$ cat config.mk
export PLATFORM = sky130hd
export DESIGN_NAME = mips_control_fsm
export DESIGN_NICKNAME = d
export VERILOG_FILES = /design/src/rtl/mips_control_fsm.sv
export SDC_FILE = /design/constraint.sdc
export NUM_CORES = 1
export LEC_CHECK = 0
export ABC_AREA = 1
export BUFFER_PORTS_ARGS = -buffer_cell sky130_fd_sc_hd__buf_2
export CAP_MARGIN = 20
export CORE_ASPECT_RATIO = 0.9
export CORE_MARGIN = 2
export CORE_UTILIZATION = 30
export CTS_BUF_LIST = sky130_fd_sc_hd__clkbuf_2
export CTS_CLUSTER_SIZE = 10
export DETAILED_ROUTE_END_ITERATION = 12
export PLACE_DENSITY = 0.61
export SLEW_MARGIN = 20
export SYNTH_ARGS = -nofsm -noshare
export SYNTH_HDL_FRONTEND = slang
export SYNTH_SLANG_ARGS = --single-unit
$ cat constraint.sdc
create_clock -name clk -period 2.1 [get_ports clk]
set_input_delay 0.21 -clock clk [delete_from_list [all_inputs] [get_ports clk]]
set_output_delay 0.21 -clock clk [all_outputs]
set_load 0.005 [all_outputs]
$ cat src/rtl/mips_control_fsm.sv
// Multi-cycle MIPS control unit: FETCH/EXEC1/EXEC2 sequencing with bus stalls,
// a fixed-length mult/div wait phase, sub-word byte lanes and a terminal HALTED state.

package mips_control_pkg;

    typedef enum logic [5:0] {
        OP_SPECIAL = 6'h00,
        OP_REGIMM  = 6'h01,
        OP_J       = 6'h02,
        OP_JAL     = 6'h03,
        OP_BEQ     = 6'h04,
        OP_BNE     = 6'h05,
        OP_BLEZ    = 6'h06,
        OP_BGTZ    = 6'h07,
        OP_ADDI    = 6'h08,
        OP_ADDIU   = 6'h09,
        OP_SLTI    = 6'h0A,
        OP_SLTIU   = 6'h0B,
        OP_ANDI    = 6'h0C,
        OP_ORI     = 6'h0D,
        OP_XORI    = 6'h0E,
        OP_LUI     = 6'h0F,
        OP_LB      = 6'h20,
        OP_LH      = 6'h21,
        OP_LW      = 6'h23,
        OP_LBU     = 6'h24,
        OP_LHU     = 6'h25,
        OP_SB      = 6'h28,
        OP_SH      = 6'h29,
        OP_SW      = 6'h2B
    } opcode_t;

    typedef enum logic [5:0] {
        FN_SLL   = 6'h00,
        FN_SRL   = 6'h02,
        FN_SRA   = 6'h03,
        FN_SLLV  = 6'h04,
        FN_SRLV  = 6'h06,
        FN_SRAV  = 6'h07,
        FN_JR    = 6'h08,
        FN_JALR  = 6'h09,
        FN_MFHI  = 6'h10,
        FN_MTHI  = 6'h11,
        FN_MFLO  = 6'h12,
        FN_MTLO  = 6'h13,
        FN_MULT  = 6'h18,
        FN_MULTU = 6'h19,
        FN_DIV   = 6'h1A,
        FN_DIVU  = 6'h1B,
        FN_ADD   = 6'h20,
        FN_ADDU  = 6'h21,
        FN_SUB   = 6'h22,
        FN_SUBU  = 6'h23,
        FN_AND   = 6'h24,
        FN_OR    = 6'h25,
        FN_XOR   = 6'h26,
        FN_NOR   = 6'h27,
        FN_SLT   = 6'h2A,
        FN_SLTU  = 6'h2B
    } func_t;

    typedef enum logic {
        REG_RT = 1'b0,
        REG_RD = 1'b1
    } regfile_addr_sel_t;

    typedef enum logic [2:0] {
        FETCH  = 3'd0,
        EXEC1  = 3'd1,
        EXEC2  = 3'd2,
        MULDIV = 3'd3,
        HALTED = 3'd4
    } state_t;

endpackage

module mips_control_fsm
    import mips_control_pkg::*;
#(
    parameter int unsigned MULDIV_LATENCY = 32
) (
    input  logic              clk,
    input  logic              reset,
    input  opcode_t           opcode_i,
    input  func_t             function_i,
    input  logic [1:0]        addr_lo_i,
    input  logic              waitrequest_i,
    input  logic              next_pc_zero_i,
    output logic [2:0]        state_o,
    output logic              active_o,
    output logic              pc_write_en_o,
    output logic              ir_write_en_o,
    output logic              ram_write_en_o,
    output logic              ram_read_en_o,
    output logic [3:0]        ram_byte_en_o,
    output logic              ram_addr_sel_o,
    output logic              src_b_sel_o,
    output logic              regfile_write_en_o,
    output regfile_addr_sel_t regfile_addr_3_sel_o,
    output logic              hi_lo_write_en_o,
    output logic              muldiv_start_o
);

    localparam logic [1:0] SIZE_BYTE = 2'd0;
    localparam logic [1:0] SIZE_HALF = 2'd1;
    localparam logic [1:0] SIZE_WORD = 2'd2;

    localparam logic [7:0] COUNT_LOAD = 8'(MULDIV_LATENCY - 1);

    state_t     state;
    logic [7:0] count;
    logic       ir_loaded;

    logic       is_load;
    logic       is_store;
    logic       is_imm_alu;
    logic       is_rd_write;
    logic       is_hi_lo_move;
    logic       is_muldiv;
    logic [1:0] access_size;
    logic [3:0] lanes;

    // Instruction class decode; anything not listed only advances the PC.
    always_comb begin
        is_load       = 1'b0;
        is_store      = 1'b0;
        is_imm_alu    = 1'b0;
        is_rd_write   = 1'b0;
        is_hi_lo_move = 1'b0;
        is_muldiv     = 1'b0;
        access_size   = SIZE_WORD;
        case (opcode_i)
            OP_LB, OP_LBU: begin
                is_load     = 1'b1;
                access_size = SIZE_BYTE;
            end
            OP_LH, OP_LHU: begin
                is_load     = 1'b1;
                access_size = SIZE_HALF;
            end
            OP_LW: is_load = 1'b1;
            OP_SB: begin
                is_store    = 1'b1;
                access_size = SIZE_BYTE;
            end
            OP_SH: begin
                is_store    = 1'b1;
                access_size = SIZE_HALF;
            end
            OP_SW: is_store = 1'b1;
            OP_ADDI, OP_ADDIU, OP_SLTI, OP_SLTIU,
            OP_ANDI, OP_ORI, OP_XORI, OP_LUI: is_imm_alu = 1'b1;
            OP_SPECIAL: begin
                case (function_i)
                    FN_SLL, FN_SRL, FN_SRA, FN_SLLV, FN_SRLV, FN_SRAV,
                    FN_MFHI, FN_MFLO,
                    FN_ADD, FN_ADDU, FN_SUB, FN_SUBU,
                    FN_AND, FN_OR, FN_XOR, FN_NOR,
                    FN_SLT, FN_SLTU: is_rd_write = 1'b1;
                    FN_MTHI, FN_MTLO: is_hi_lo_move = 1'b1;
                    FN_MULT, FN_MULTU, FN_DIV, FN_DIVU: is_muldiv = 1'b1;
                    default: ;
                endcase
            end
            default: ;
        endcase
    end

    // Misaligned addresses are not trapped; lanes simply follow the offset.
    always_comb begin
        case (access_size)
            SIZE_WORD: lanes = 4'b1111;
            SIZE_HALF: lanes = addr_lo_i[1] ? 4'b1100 : 4'b0011;
            default:   lanes = 4'b0001 << addr_lo_i;
        endcase
    end

    always_comb begin
        pc_write_en_o        = 1'b0;
        ir_write_en_o        = 1'b0;
        ram_write_en_o       = 1'b0;
        ram_read_en_o        = 1'b0;
        ram_byte_en_o        = 4'b0000;
        ram_addr_sel_o       = 1'b0;
        src_b_sel_o          = 1'b0;
        regfile_write_en_o   = 1'b0;
        regfile_addr_3_sel_o = REG_RT;
        hi_lo_write_en_o     = 1'b0;
        muldiv_start_o       = 1'b0;
        if (!reset) begin
            case (state)
                FETCH: begin
                    ram_read_en_o = 1'b1;
                    ram_byte_en_o = 4'b1111;
                end
                EXEC1: begin
                    ir_write_en_o = !ir_loaded;
                    if (is_load) begin
                        ram_read_en_o  = 1'b1;
                        ram_addr_sel_o = 1'b1;
                        src_b_sel_o    = 1'b1;
                        ram_byte_en_o  = lanes;
                    end
                end
                EXEC2: begin
                    if (is_store) begin
                        ram_write_en_o = 1'b1;
                        ram_addr_sel_o = 1'b1;
                        src_b_sel_o    = 1'b1;
                        ram_byte_en_o  = lanes;
                        pc_write_en_o  = !waitrequest_i;
                    end else if (is_load) begin
                        regfile_write_en_o = 1'b1;
                        pc_write_en_o      = 1'b1;
                    end else if (is_imm_alu) begin
                        regfile_write_en_o = 1'b1;
                        src_b_sel_o        = 1'b1;
                        pc_write_en_o      = 1'b1;
                    end else if (is_rd_write) begin
                        regfile_write_en_o   = 1'b1;
                        regfile_addr_3_sel_o = REG_RD;
                        pc_write_en_o        = 1'b1;
                    end else if (is_hi_lo_move) begin
                        hi_lo_write_en_o = 1'b1;
                        pc_write_en_o    = 1'b1;
                    end else if (is_muldiv) begin
                        muldiv_start_o = 1'b1;
                    end else begin
                        pc_write_en_o = 1'b1;
                    end
                end
                MULDIV: begin
                    if (count == 8'd0) begin
                        hi_lo_write_en_o = 1'b1;
                        pc_write_en_o    = 1'b1;
                    end
                end
                default: ;
            endcase
        end
    end

    assign state_o  = state;
    assign active_o = !reset && (state != HALTED);

    // Every PC write checks for a zero target, so a stalled store defers the halt too.
    always_ff @(posedge clk) begin
        if (reset) begin
            state     <= FETCH;
            count     <= 8'd0;
            ir_loaded <= 1'b0;
        end else begin
            case (state)
                FETCH: begin
                    ir_loaded <= 1'b0;
                    if (!waitrequest_i) state <= EXEC1;
                end
                EXEC1: begin
                    ir_loaded <= 1'b1;
                    if (!(is_load && waitrequest_i)) state <= EXEC2;
                end
                EXEC2: begin
                    if (is_muldiv) begin
                        count <= COUNT_LOAD;
                        state <= MULDIV;
                    end else if (pc_write_en_o) begin
                        state <= next_pc_zero_i ? HALTED : FETCH;
                    end
                end
                MULDIV: begin
                    if (count == 8'd0) begin
                        state <= next_pc_zero_i ? HALTED : FETCH;
                    end else begin
                        count <= count - 8'd1;
                    end
                end
                HALTED: state <= HALTED;
                default: state <= FETCH;
            endcase
        end
    end

endmodule

==> flow_summary.json <==
{
  "worst_clock_skew_ns": 0.00731,
  "setup_total_negative_slack_ns": 0,
  "grt_start_max_net_pins": 19,
  "footprint_of_the_multi_input_gates_um2": 766,
  "drc_errors": 0,
  "root_buffer_cell": "clkbuf_2",
  "clkSlewWorstSetupHoldPaths_ns": 0.12,
  "wire_length_of_the_first_global_routing_pass_mm": 5.09,
  "detail_route.first_pass.iterations": 4,
  "area_delta_synth_final_pct": 20.7,
  "post-route-cell-area_mm2": 0.00138,
  "placement_rows": 21,
  "antenna_violating_nets_post_route": 0,
  "layout.filler_cells": 419,
  "synth_area_mm2": 0.00114,
  "clkSinkCount": 12,
  "timing_worst_slew_pin_value_ns": 0.436,
  "grt_overflow_total": 0,
  "height_of_the_chip_um": 62.5,
  "tritoncts_clock_tree": "done",
  "crit_path_end_kind": "primary output",
  "place.port_buffers": 35,
  "post_cts_buffers": 0,
  "drv.max_cap_violation_count": 0,
  "grt_use_total": 0.138,
  "cts.hold.buffers_added": 0,
  "cp_data_required_time_ns": 1.89,
  "drive_above_1_share": 0.305,
  "synth_top_cell_by_area": "dfxtp_1",
  "run_status": "complete, no violations",
  "finalWeightedCongestion": 0.809,
  "met3_resource_use_gr": 0.0306,
  "design.final.nets": 247,
  "pwr_density_cell_mw_per_mm2": 654,
  "n_antenna_cell": 0,
  "detail_route.wl_per_cell_um": 10.4,
  "grt_antenna_before_repair": 0,
  "clk_path_buf_depth": 2,
  "register_area_um2": 240,
  "area_inside_the_core_boundary_mm2": 0.00368,
  "finalNonFillerCells": 272,
  "crit_arrival_ns": 1.66,
  "rsz0062_at_grt": "false",
  "hpwl_mm": 2.27,
  "initial_core_util": 0.311,
  "number_of_h_tree_levels": 1,
  "place.detailed.instances": 269,
  "critical_path.max_fanout": 4,
  "worstSetupPathType": "flop to primary output",
  "grt.met2_usage": 0.226,
  "yosys.cell_types.count": 28,
  "clk_latency_ns": 0.27,
  "routed_via_density": 4.57,
  "synth_warnings": 0,
  "finalCritPeriodShare": 0.892,
  "cts-buffers-inserted": 3,
  "io-pin-count": 36,
  "clock.fmax_mhz": 534,
  "timing.final.max_slew_violations": 0,
  "critPathLaunchType": "flop",
  "remaining_max_slew_budget_at_the_tightest_pin": 0.706,
  "synth.avg_cell_area_um2": 6.01,
  "post_cts_resize_count": 0,
  "hold_violations": 0,
  "first_global_vias": 1196,
  "report.final.setup_viol": 0,
  "synth_cells": 190,
  "vdd.ir_drop.worst_mv": 0.434,
  "die_width_um": 69.0,
  "power.leakage_nw": 0.705,
  "number_of_register_bits_inferred_by_synthesis": 12,
  "timing.hold.worst.class": "primary input to flop",
  "use_met1": 0.188,
  "synth_top_cell_area_share": 0.210,
  "postSynthNetCount": 209,
  "sequential_share_of_the_synthesized_area": 0.210,
  "drt_first_iter_violations": 77,
  "total_power_mw": 0.902,
  "postRouteWirelength_mm": 2.82,
  "routed-via-count": 1242,
  "grt-busiest-layer": "met2",
  "dieArea_mm2": 0.00432,
  "dpl_cell_area_mm2": 0.00136,
  "yosys-top-cells-area": "dfxtp_1 21%, nand2_1 14%, inv_1 9.2%",
  "min_period_ns": 1.87
}
## per-layer routing
metal	part of all wire	vias to the layer above
met1	0.50	535
li1	-	682
met2	0.46	23
met3	0.034	2
met4	0.0067	0
met5	0	-
## critical path, stage by stage (launching register included)
cell	delay, ns
dfxtp_1	0.33
inv_1	0.10
ha_1	0.25
nand3_1	0.14
nor2_4	0.16
nand2_1	0.08
nand2_1	0.07
nand2_1	0.07
inv_1	0.08
buf_2	0.11
## stage by stage
step	setup WS (ns)	hold WS, ns	util
4_1_cts	0.230	0.280	0.375
2_1_floorplan	0.616	0.392	-
3_3_place_gp	0.524	0.458	0.371
5_1_grt	0.0916	0.282	0.375
6_report	0.227	0.280	0.375
3_5_place_dp	0.459	0.468	0.371
## where the power goes
group          switching (mW)  internal (mW)
clock                  0.0765         0.0389
combinational           0.301          0.186
sequential             0.0423          0.257
## path summary, 6_finish.rpt
path / startpoint / end / slack (ns) / depth (start not counted)
min: waitrequest_i / state_o[1] / 0.28 / 4
max: count[0] / pc_write_en_o / 0.23 / 9
max reg2reg: count[0] / count[6] / 0.44 / 9
min reg2reg: ir_loaded / ir_loaded / 0.48 / 2
## area by class of cell
type                            instances  share of cell area
Clock buffer                            3              0.0109
Tap cell                               46              0.0417
Timing Repair Buffer                   35               0.127
Multi-Input combinational cell        144               0.555
Sequential cell                        12               0.174
Inverter                               32              0.0907
## synth_stat cells, drive strengths merged
library cell	count
buf	1
a21oi	17
dfxtp	12
o311ai	1
o211ai	1
nand4	1
clkbuf	1
a31oi	2
xor2	3
o22ai	1
nor3	3
inv	32
xnor2	1
nand2	49
o21ai	11
nand3	18
nor2	35
ha	1
## flip-flops by register name (all words and copies together) (netlist names)
register and count:
count 8, state_o 3, ir_loaded 1
## placed cells by master, fill, tap and decap left out, drive strengths merged
master | synthesis | routed
a21oi | 17 | 17
a31oi | 2 | 2
buf | 1 | 35
clkbuf | 1 | 3
dfxtp | 12 | 12
ha | 1 | 1
inv | 32 | 32
nand2 | 49 | 49
nand3 | 18 | 18
nand4 | 1 | 1
nor2 | 35 | 35
nor3 | 3 | 3
o211ai | 1 | 1
o21ai | 11 | 11
o22ai | 1 | 1
o311ai | 1 | 1
xnor2 | 1 | 1
xor2 | 3 | 3
## cell families (layout without fill, tap and decap cells)
| kind of cell | after synthesis | in the layout | synth area share |
|---|---|---|---|
| AOI/OAI and AO/OA | 33 | 33 | 0.176 |
| adders and majority gates | 1 | 1 | 0.0110 |
| buffers and inverters | 34 | 70 | 0.119 |
| xor gates and xnor gates | 4 | 4 | 0.0307 |
| and+or+nand+nor | 106 | 106 | 0.452 |
| DFF | 12 | 12 | 0.210 |
(Power assumes the default switching activity.)
